<file path="src/rtl/ula_operand_stage.sv">
// ULA operand front-end: collects A, then B with opcode, over one valid/ready
// channel, computes add/sub/and/or in one execute cycle and holds them for the result mux.
module ula_operand_stage #(
    parameter int WIDTH = 4
) (
    input  logic             clk,
    input  logic             rst_n,
    input  logic [WIDTH-1:0] in_data,
    input  logic [1:0]       in_op,
    input  logic             in_valid,
    output logic             in_ready,
    output logic [WIDTH-1:0] res_add,
    output logic [WIDTH-1:0] res_sub,
    output logic [WIDTH-1:0] res_and,
    output logic [WIDTH-1:0] res_or,
    output logic [1:0]       sel,
    output logic             carry,
    output logic             borrow,
    output logic             zero,
    output logic             out_valid,
    input  logic             out_ready
);

    typedef enum logic [1:0] {
        S_A    = 2'd0,
        S_B    = 2'd1,
        S_EXEC = 2'd2,
        S_HOLD = 2'd3
    } state_t;

    state_t           state_q, state_d;
    logic [WIDTH-1:0] a_q, a_d;
    logic [WIDTH-1:0] b_q, b_d;
    logic [1:0]       op_q, op_d;
    logic [WIDTH-1:0] res_add_q, res_add_d;
    logic [WIDTH-1:0] res_sub_q, res_sub_d;
    logic [WIDTH-1:0] res_and_q, res_and_d;
    logic [WIDTH-1:0] res_or_q, res_or_d;
    logic [1:0]       sel_q, sel_d;
    logic             carry_q, carry_d;
    logic             borrow_q, borrow_d;
    logic             zero_q, zero_d;

    logic [WIDTH:0]   sum_ext;
    logic [WIDTH:0]   diff_ext;
    logic [WIDTH-1:0] and_v;
    logic [WIDTH-1:0] or_v;
    logic [WIDTH-1:0] chosen;

    // Handshake outputs come from state alone, so no input reaches them combinationally.
    assign in_ready  = (state_q == S_A) || (state_q == S_B);
    assign out_valid = (state_q == S_HOLD);

    // The top bit of the widened difference is set exactly when A < B.
    assign sum_ext  = {1'b0, a_q} + {1'b0, b_q};
    assign diff_ext = {1'b0, a_q} - {1'b0, b_q};
    assign and_v    = a_q & b_q;
    assign or_v     = a_q | b_q;

    always_comb begin
        // NOTE: every always_comb target gets a default first so no path leaves it unassigned (no latch).
        state_d   = state_q;
        a_d       = a_q;
        b_d       = b_q;
        op_d      = op_q;
        res_add_d = res_add_q;
        res_sub_d = res_sub_q;
        res_and_d = res_and_q;
        res_or_d  = res_or_q;
        sel_d     = sel_q;
        carry_d   = carry_q;
        borrow_d  = borrow_q;
        zero_d    = zero_q;

        unique case (op_q)
            2'b00:   chosen = sum_ext[WIDTH-1:0];
            2'b01:   chosen = diff_ext[WIDTH-1:0];
            2'b10:   chosen = and_v;
            default: chosen = or_v;
        endcase

        unique case (state_q)
            S_A: begin
                if (in_valid) begin
                    a_d     = in_data;
                    state_d = S_B;
                end
            end
            S_B: begin
                if (in_valid) begin
                    b_d     = in_data;
                    op_d    = in_op;
                    state_d = S_EXEC;
                end
            end
            S_EXEC: begin
                res_add_d = sum_ext[WIDTH-1:0];
                res_sub_d = diff_ext[WIDTH-1:0];
                res_and_d = and_v;
                res_or_d  = or_v;
                carry_d   = sum_ext[WIDTH];
                borrow_d  = diff_ext[WIDTH];
                sel_d     = op_q;
                zero_d    = (chosen == '0);
                state_d   = S_HOLD;
            end
            default: begin
                if (out_ready) begin
                    state_d = S_A;
                end
            end
        endcase
    end

    // NOTE: sequential state uses non-blocking assignments so all flops update together at the edge.
    always_ff @(posedge clk or negedge rst_n) begin
        if (!rst_n) begin
            state_q   <= S_A;
            a_q       <= '0;
            b_q       <= '0;
            op_q      <= 2'b00;
            res_add_q <= '0;
            res_sub_q <= '0;
            res_and_q <= '0;
            res_or_q  <= '0;
            sel_q     <= 2'b00;
            carry_q   <= 1'b0;
            borrow_q  <= 1'b0;
            zero_q    <= 1'b0;
        end else begin
            state_q   <= state_d;
            a_q       <= a_d;
            b_q       <= b_d;
            op_q      <= op_d;
            res_add_q <= res_add_d;
            res_sub_q <= res_sub_d;
            res_and_q <= res_and_d;
            res_or_q  <= res_or_d;
            sel_q     <= sel_d;
            carry_q   <= carry_d;
            borrow_q  <= borrow_d;
            zero_q    <= zero_d;
        end
    end

    assign res_add = res_add_q;
    assign res_sub = res_sub_q;
    assign res_and = res_and_q;
    assign res_or  = res_or_q;
    assign sel     = sel_q;
    assign carry   = carry_q;
    assign borrow  = borrow_q;
    assign zero    = zero_q;

endmodule

</file>
<file path="config.mk">
export PLATFORM = sky130hd
export DESIGN_NAME = ula_operand_stage
export DESIGN_NICKNAME = d
export VERILOG_FILES = /design/src/rtl/ula_operand_stage.sv
export SDC_FILE = /design/constraint.sdc
export NUM_CORES = 1
export LEC_CHECK = 0
export ABC_AREA = 1
export BUFFER_PORTS_ARGS = -buffer_cell sky130_fd_sc_hd__buf_2
export CAP_MARGIN = 40
export CORE_UTILIZATION = 45
export CTS_CLUSTER_SIZE = 8
export DETAILED_ROUTE_END_ITERATION = 8
export GPL_TIMING_DRIVEN = 0
export PLACE_DENSITY_LB_ADDON = 0.1
export SKIP_CTS_REPAIR_TIMING = 1
export SYNTH_ARGS = -nofsm -noshare
export SYNTH_HDL_FRONTEND = slang
export SYNTH_SLANG_ARGS = --single-unit
</file>
<file path="constraint.sdc">
create_clock -name clk -period 2.92 [get_ports clk]
set_input_delay 0.876 -clock clk [delete_from_list [all_inputs] [get_ports clk]]
set_output_delay 0.876 -clock clk [all_outputs]
set_load 0.005 [all_outputs]
</file>
==> results.toml, run 1 <==
[status]
outcome = "finished clean"

[yosys]
yosysTopAreaCell = "dfrtp_1"
yosys.cell_count.top_type = "nand2_1"
avgSynthCellArea_um2 = 8.35
netlist_area_um2 = 1700
synthDistinctLibCells = 19
ys_async_sr_fraction_pct = 100
synth_top_cell_area_share_pct = 47.0
yosysSeqAreaShare_pct = 47.0
synth_edf_count = 0
synth_warnings = 0
netlist_top_cells_area = "dfrtp_1 47%, nand2_1 14%, ha_1 12%"
yosys_most_used_dff = "dfrtp_1"
syn_nets = 233
syn_inst = 204
yosys-top-cells-count = "64 x nand2_1, 32 x dfrtp_1, 27 x inv_1"
ys_seq_elements = 32

[detailed_routing]
routedWlPerCell_um = 11.3
vias = 1341
postRouteAntennaNets = 0
wl_um = 3270
first_iter_violations = 49
firstDrtPassIters = 4
route.detailed.drc = 0
viasPerCell = 4.64

[timing]
setup_ws_ps = 726
tns_ps = 0
rsz0062_at_grt = "no"
max_freq_ghz = 0.456
skew_ps = 7.26
post-route-min-period_ps = 2190
worst_slew_margin_rel_pct = 53.3
period_share_pct = 75.1
worst_pin_slew_ps = 700
slew_violations = 0
hold_violations = 0
setup-violations-final = 0

[placed_design]
routabilityCongestion = 0.861
post-place-ws_ps = 1030
place_inst = 282
place_hpwl_um = 2500
portBuffers = 32

[global_route]
grt_pass1_vias = 1347
grt_antenna_before_repair = 0
track_usage_pct = 19.7
grt.overflow.total = 0
grt_max_degree = 33
grt_pass1_wl_um = 6040

[critical_path]
r2r_start = "a_q[0]$_DFFE_PN0P_"
r2r-end = "zero$_DFFE_PN0P_"
arrival_ps = 1320
critPathKind = "reg2out"
cp-end-kind = "output pin"
crit_required_ps = 2040
r2r_cells = 11
start_kind = "register"
path_max_fanout = 4
rrSetupSlack_ps = 1030

[cts]
clockBufferDepth = 2
clkTransAtPathRegs_ps = 60
cts_buffers = 5
cts_root_buffer = "clkbuf_8"
clock_latency_ps = 290
htree_levels = 2
clkSinkCount = 32
cts_tree = "done"

[cells_and_area]
n_antenna_cell = 0
drive_gt1_share_pct = 17.7
area_growth_pct = 17.3
fin_cells = 289
fin_nets = 272

[min_path]
min-delay-start = "carry$_DFFE_PN0P_"
min-delay-path-class = "reg2reg"
min_path_cells = 2
worst_hold_path.endpoint = "carry$_DFFE_PN0P_"

[floorplanning]
io-pin-count = 33
core-area_um2 = 3470
die_h_um = 63.5
fp.dieW_um = 63.5
initial_core_util_pct = 49.1
std_cell_rows = 21
dieArea_um2 = 4040

[power_and_ir_drop]
power_frac_clock_pct = 13.2
sequentialPowerShare_pct = 35.0
p_leak_nw = 1.12
net-switching-power_w = 0.00102
comb_power_share_pct = 51.8
internal_power_w = 0.00132
ir_worst_vdd_v = 0.000535
swShare_pct = 43.6
p_per_area_nw_per_um2 = 1170

[run]
maxCapViolCount = 0
-- registers in the layout, indices dropped and copies added, names as in the netlist, 2 cells and up --
signal and count:
state_q 2, res_and 4, a_q 4, res_or 4, b_q 4, res_add 3, op_q 2, sel 2
res_sub 4
-- placed cells by master (no fill, tap or decap), drive strengths merged --
cell type,count
a21oi,5
a31oi,2
buf,34
clkbuf,10
clkinv,1
dfrtp,32
fa,2
ha,17
inv,28
mux2,1
nand2,64
nand3,9
nor2,11
o211ai,1
o21ai,23
o31ai,1
or2,2
-- power groups by stage --
stage | clock [W] | sequential [W] | combinational [W]
finish | 0.000309 | 0.000817 | 0.00121
global route | 0.000339 | 0.000856 | 0.00142
CTS | 0.000317 | 0.000821 | 0.00123
detailed placement | 0 | 0.000827 | 0.00122
global placement | 0 | 0.000816 | 0.00121
floorplan | 0 | 0.000813 | 0.000831
-- worst max-delay path by stage --
stage,start,to,cells past startpoint
floorplan,a_q[0]$_DFFE_PN0P_,zero$_DFFE_PN0P_,11
global placement,state_q[0]$_DFFE_PN0P_,in_ready,5
detailed placement,state_q[0]$_DFFE_PN0P_,in_ready,5
CTS,state_q[0]$_DFFE_PN0P_,in_ready,5
global route,state_q[0]$_DFFE_PN0P_,in_ready,5
finish,state_q[0]$_DFFE_PN0P_,in_ready,5
-- cell families after synthesis --
| family | after synthesis | synth area share, % |
|---|---|---|
| AND/OR/NAND/NOR | 86 | 19.9 |
| buffers and inverters | 34 | 7.78 |
| AO/OA/AOI/OAI | 32 | 9.84 |
| flip-flops | 32 | 47.0 |
| adder cells (fa/ha/maj) | 19 | 14.8 |
| multiplexers | 1 | 0.661 |
-- cell type report --
type / instances / area, µm²
inverter: 28 / 105
clock buffer: 6 / 72.6
multi-input combinational: 138 / 771
timing repair buffer: 32 / 160
buffer: 6 / 27.5
fill: 347 / 1470
clock inverter: 1 / 5.00
tap: 46 / 57.6
sequential: 32 / 801
-- metrics by stage --
stage | total power [W] | utilization (%) | hold WS [ps] | cell area [µm²]
2_1_floorplan | 0.00164 | - | 465 | 1700
3_3_place_gp | 0.00203 | 55.4 | 452 | 1920
3_5_place_dp | 0.00205 | 55.4 | 462 | 1920
4_1_cts | 0.00236 | 57.6 | 477 | 2000
5_1_grt | 0.00261 | 57.6 | 505 | 2000
6_report | 0.00233 | 57.6 | 475 | 2000
-- worst max-delay path, cell delays in order, from the launching register on --
cell	delay (ps)
dfrtp_1	410
inv_1	100
ha_1	230
nor2_1	140
inv_1	50
buf_2	120
-- metal layers --
metal	wire, µm	vias up	global-route usage, %
met5	0	-	0
met4	82	0	9.38
met3	140	10	5.07
met2	1400	31	31.0
met1	1640	590	25.1
li1	-	710	-
(Power assumes the default switching activity.)
==> run 2: changes to the inputs <==
--- a/config.mk
+++ b/config.mk
@@ -5,7 +5,7 @@
 export SDC_FILE = /design/constraint.sdc
 export NUM_CORES = 1
 export LEC_CHECK = 0
-export ABC_AREA = 1
+export ABC_AREA = 0
 export BUFFER_PORTS_ARGS = -buffer_cell sky130_fd_sc_hd__buf_2
 export CAP_MARGIN = 40
 export CORE_UTILIZATION = 45
==> constraint.sdc (replaced) <==
create_clock -name clk -period 1.8 [get_ports clk]
set_input_delay 0.54 -clock clk [delete_from_list [all_inputs] [get_ports clk]]
set_output_delay 0.54 -clock clk [all_outputs]
set_load 0.005 [all_outputs]
==> run 2 against run 1 <==
Against the previous run:
- the flow now finishes with violations (negative setup slack)
- sequential share of layout area fell by 2.3 points
- largest power group unchanged
- synthesized cell count fell by 29%
- clock skew fell by 3.6 ps
==> results.toml, run 2 <==
[detailed_routing]
viasPerCell = 5.03
drt-met1-wl_um = 1360
wl_um = 3270
routedWlPerCell_um = 13.8
met3WireLength_um = 147
postRouteAntennaNets = 0
route.detailed.drc = 0
first_iter_violations = 32
wl_met2_um = 1740
top_layer = "met4"
firstDrtPassIters = 4
vias = 1192

[floorplanning]
io-pin-count = 33
dieArea_um2 = 4060
std_cell_rows = 22
die_h_um = 63.7
initial_core_util_pct = 46.8
fp.dieW_um = 63.7
core-area_um2 = 3660

[yosys]
syn_inst = 144
yosys_most_used_dff = "dfrtp_1"
avgSynthCellArea_um2 = 11.9
synth_warnings = 0
yosysTopAreaCell = "dfrtp_1"
ys_async_sr_fraction_pct = 100
syn_nets = 173
netlist_top_cells_area = "dfrtp_1 47%, mux2_2 14%, ha_1 12%"
yosys-top-cells-count = "32 x dfrtp_1, 21 x mux2_2, 17 x ha_1"
synthDistinctLibCells = 31
synth_edf_count = 0
yosys.cell_count.top_type = "dfrtp_1"
synth_top_cell_area_share_pct = 46.7
yosysSeqAreaShare_pct = 46.7
ys_seq_elements = 32
netlist_area_um2 = 1710

[critical_path]
crit_required_ps = 1260
crit_top_cell = "buf_6"
rrSetupSlack_ps = -30
critPathKind = "reg2out"
path_cells = "buf_6, ha_4, or2_4, buf_6"
max_stage_delay_ps = 420
crit_family = "flip-flops"
start_kind = "register"
cp-end-kind = "output pin"
r2r_start = "a_q[0]$_DFFE_PN0P_"
arrival_ps = 1370
r2r-end = "zero$_DFFE_PN0P_"
crit_buf_inv = 2
slowest_stage = "dfrtp_1"
path_max_fanout = 3
r2r_cells = 7

[cells_and_area]
regArea_um2 = 803
n_antenna_cell = 0
final_common_cell = "buf_2"
drive_gt1_share_pct = 45.5
fill_cells = 326
area_growth_pct = 24.2
fin_area_um2 = 2130
multi_input_area_um2 = 865
fin_nets = 217
final_cell_mix = "31 x buf_2, 30 x dfrtp_1, 21 x mux2_2"

[cts]
clkSinkCount = 32
cts_buffers = 5
clockBufferDepth = 2
cts_root_buffer = "clkbuf_8"
htree_levels = 2
clkTransAtPathRegs_ps = 60
clock_latency_ps = 280
cts_tree = "done"

[power_and_ir_drop]
p_leak_nw = 1.03
ir_worst_vdd_v = 0.000967
p_per_area_nw_per_um2 = 2150

[global_route]
grt_max_degree = 33
grt_pass1_wl_um = 5240
track_usage_pct = 17.0
grt.overflow.total = 0
grt_antenna_before_repair = 0
grt_pass1_vias = 1197

[timing]
worst_slew_margin_rel_pct = 53.9
slew_violations = 0
period_share_pct = 106
post-route-min-period_ps = 1910
hold_violations = 0
timing.hold.ws_ps = 302
setup_ws_ps = -106
worst_pin_slew_ps = 692
skew_ps = 3.70
max_freq_ghz = 0.525
setup-violations-final = 2
rsz0062_at_grt = "yes"

[min_path]
min-delay-path-class = "in2async"

[status]
violations = "negative setup slack"
outcome = "finished with violations"

[placed_design]
portBuffers = 32
routabilityCongestion = 0.835
placed_area_um2 = 1950
place_hpwl_um = 2390

[run]
maxCapViolCount = 0
-- run 2: final cells by class --
type | count | area share, %
clock buffers | 8 | 4.24
multi-input cells | 92 | 40.6
flip-flops and latches | 32 | 37.8
inverters | 15 | 2.65
repair buffers | 37 | 9.76
plain buffers | 5 | 2.12
well taps | 48 | 2.82
-- run 2: routing by layer --
| layer | vias up | global-route usage, % |
|---|---|---|
| met3 | 4 | 5.98 |
| met1 | 584 | 19.3 |
| li1 | 580 | - |
| met5 | - | 0 |
| met2 | 24 | 29.9 |
| met4 | 0 | 4.26 |
-- run 2: how the worst max path moves through the flow --
stage                           startpoint                to  slack [ps]  cells past startpoint
floorplan               b_q[0]$_DFFE_PN0P_  zero$_DFFE_PN0P_           2                      7
global placement        b_q[0]$_DFFE_PN0P_  zero$_DFFE_PN0P_        -120                      7
detailed placement      b_q[0]$_DFFE_PN0P_  zero$_DFFE_PN0P_        -170                      7
CTS                     b_q[0]$_DFFE_PN0P_  zero$_DFFE_PN0P_        -180                      7
global route            a_q[0]$_DFFE_PN0P_  zero$_DFFE_PN0P_        -140                      7
finish              state_q[0]$_DFFE_PN0P_          in_ready        -110                      4
-- run 2: power breakdown --
group | leakage (nW) | switching [W] | internal (W) | total (W)
combinational | 0.602 | 0.00125 | 0.00139 | 0.00264
clock | 0.0455 | 0.000238 | 0.000311 | 0.000549
sequential | 0.382 | 0.000280 | 0.00110 | 0.00138
total | 1.03 | 0.00176 | 0.00280 | 0.00457
-- run 2: cell families (layout without fill, tap and decap cells) --
kind of cell	count (synthesis)	count (layout)	share of synthesized area, %
compound gates	20	20	8.03
xor+xnor	3	3	1.53
fa+ha+maj	19	19	14.8
buf+inv	20	65	5.92
flops	32	32	46.7
mux	24	24	15.6
simple gates	26	26	7.38
-- run 2: through the flow --
stage	std cells	setup TNS, ps	worst slack, ps	power, W	utilization (%)
floorplan	144	0	1.95	0.00308	-
global placement	224	-118	-118	0.00369	53.1
detailed placement	224	-168	-168	0.00377	53.1
CTS	232	-349	-183	0.00434	55.6
global route	237	-319	-143	0.00496	58.1
finish	237	-139	-106	0.00457	58.1
==> run 3: changes to the inputs <==
--- a/config.mk
+++ b/config.mk
@@ -9,6 +9,7 @@
 export BUFFER_PORTS_ARGS = -buffer_cell sky130_fd_sc_hd__buf_2
 export CAP_MARGIN = 40
 export CORE_UTILIZATION = 45
+export CTS_BUF_LIST = sky130_fd_sc_hd__clkbuf_2 sky130_fd_sc_hd__clkbuf_4 sky130_fd_sc_hd__clkbuf_8
 export CTS_CLUSTER_SIZE = 8
 export DETAILED_ROUTE_END_ITERATION = 8
 export GPL_TIMING_DRIVEN = 0
==> run 3 against run 2 <==
Against the previous run:
- the run still ends with negative setup slack left
- first-iteration DRC count down 44%
- worst hold slack worse by 4.1 ps
- via count up 1.2%
- register-to-register slack worse by 40 ps
- final cell count unchanged
- design area about the same
- clock power up 6.2%
- highest routed layer unchanged
- clock-buffer cell count unchanged
- fmax about the same
==> results.toml, run 3 (synthesized netlist as in run 2, its figures left out) <==
[status]
outcome = "finished with violations"
violations = "negative setup slack"

[critical_path]
arrival_ps = 1370
slowest_stage = "dfrtp_1"
start_kind = "register"
cp-end-kind = "output pin"
crit_cells = 4
r2r_cells = 7
r2r-end = "zero$_DFFE_PN0P_"
rrSetupSlack_ps = -70
critPathKind = "reg2out"
crit_family = "flip-flops"
crit_buf_inv = 2
path_cells = "buf_6, ha_4, or2_4, buf_6"
crit_top_cell = "buf_6"
max_stage_delay_ps = 420
crit_required_ps = 1260
path_max_fanout = 3
r2r_start = "b_q[0]$_DFFE_PN0P_"

[timing]
period_share_pct = 106
hold_violations = 0
skew_ps = 2.83
slew_violations = 0
rsz0062_at_grt = "yes"
post-route-min-period_ps = 1910
setup_ws_ps = -106
max_freq_ghz = 0.525
tns_ps = -174
setup-violations-final = 2
worst_pin_slew_ps = 694
worst_slew_margin_rel_pct = 53.7
timing.hold.ws_ps = 297

[cells_and_area]
fin_nets = 217
fin_area_um2 = 2130
n_antenna_cell = 0
drive_gt1_share_pct = 45.5
area_growth_pct = 24.1
fill_cells = 325
final_cell_mix = "31 x dfrtp_1, 31 x buf_2, 21 x mux2_2"

[detailed_routing]
vias = 1206
routedWlPerCell_um = 13.5
wl_um = 3200
postRouteAntennaNets = 0
first_iter_violations = 18
route.detailed.drc = 0
firstDrtPassIters = 4
viasPerCell = 5.09

[placed_design]
post-place-ws_ps = -168
place_hpwl_um = 2390
routabilityCongestion = 0.835
portBuffers = 32
placed_area_um2 = 1950

[power_and_ir_drop]
power_frac_clock_pct = 12.8
p_per_area_nw_per_um2 = 2150
swShare_pct = 38.2
ir_worst_vdd_v = 0.000967
finalPower_w = 0.00457
net-switching-power_w = 0.00175
p_leak_nw = 1.04
comb_power_share_pct = 57.5
sequentialPowerShare_pct = 29.8
internal_power_w = 0.00282

[floorplanning]
initial_core_util_pct = 46.8
std_cell_rows = 22
die_h_um = 63.7
io-pin-count = 33
core-area_um2 = 3660
fp.dieW_um = 63.7
dieArea_um2 = 4060

[global_route]
grt_max_degree = 33
grt.overflow.total = 0
grt_use_met3_pct = 5.98
track_usage_pct = 17.0
grt_antenna_before_repair = 0
grtUsageMet1_pct = 19.2
grt-busiest-layer = "met2"
grt_pass1_wl_um = 5250
grt_pass1_vias = 1199
grtUsageMet2_pct = 30.3

[cts]
clock_latency_ps = 280
clkTransAtPathRegs_ps = 60
clkSinkCount = 32
cts_root_buffer = "clkbuf_8"
cts_tree = "done"
clockBufferDepth = 2
htree_levels = 2
cts_buffers = 5

[run]
maxCapViolCount = 0

[min_path]
min-delay-path-class = "in2async"
run 3: stage by stage:
stage / utilization (%) / cells
2_1_floorplan: - / 144
3_3_place_gp: 53.1 / 224
3_5_place_dp: 53.1 / 224
4_1_cts: 55.8 / 232
5_1_grt: 58.1 / 237
6_report: 58.1 / 237
run 3: power by group through the flow:
stage | clock network (W) | registers, W | logic, W
after floorplan | 0 | 0.00135 | 0.00173
after CTS | 0.000599 | 0.00137 | 0.00241
after detailed placement | 0 | 0.00139 | 0.00238
after global placement | 0 | 0.00135 | 0.00234
after global routing | 0.000631 | 0.00141 | 0.00293
final | 0.000583 | 0.00136 | 0.00263
run 3: worst max-delay path by stage:
stage | from | end | slack, ps
floorplan | b_q[0]$_DFFE_PN0P_ | zero$_DFFE_PN0P_ | 2
global placement | b_q[0]$_DFFE_PN0P_ | zero$_DFFE_PN0P_ | -120
detailed placement | b_q[0]$_DFFE_PN0P_ | zero$_DFFE_PN0P_ | -170
CTS | b_q[0]$_DFFE_PN0P_ | zero$_DFFE_PN0P_ | -180
global route | a_q[0]$_DFFE_PN0P_ | zero$_DFFE_PN0P_ | -150
finish | state_q[0]$_DFFE_PN0P_ | in_ready | -110
run 3: area by class of cell:
type / count / area (µm²) / area share (%)
Timing Repair Buffer: 37 / 208 / 9.77
Buffer: 5 / 45.0 / 2.12
Sequential cell: 32 / 802 / 37.7
Inverter: 15 / 56.3 / 2.65
Clock buffer: 8 / 97.6 / 4.59
Multi-Input combinational cell: 92 / 857 / 40.3
Tap cell: 48 / 60.1 / 2.83
run 3: per-layer routing:
layer  vias to the layer above  part of all wire, %
met3                         4                  6.3
met4                         0                  1.2
li1                        578                    -
met5                         -                    0
met1                       585                   41
met2                        39                   52
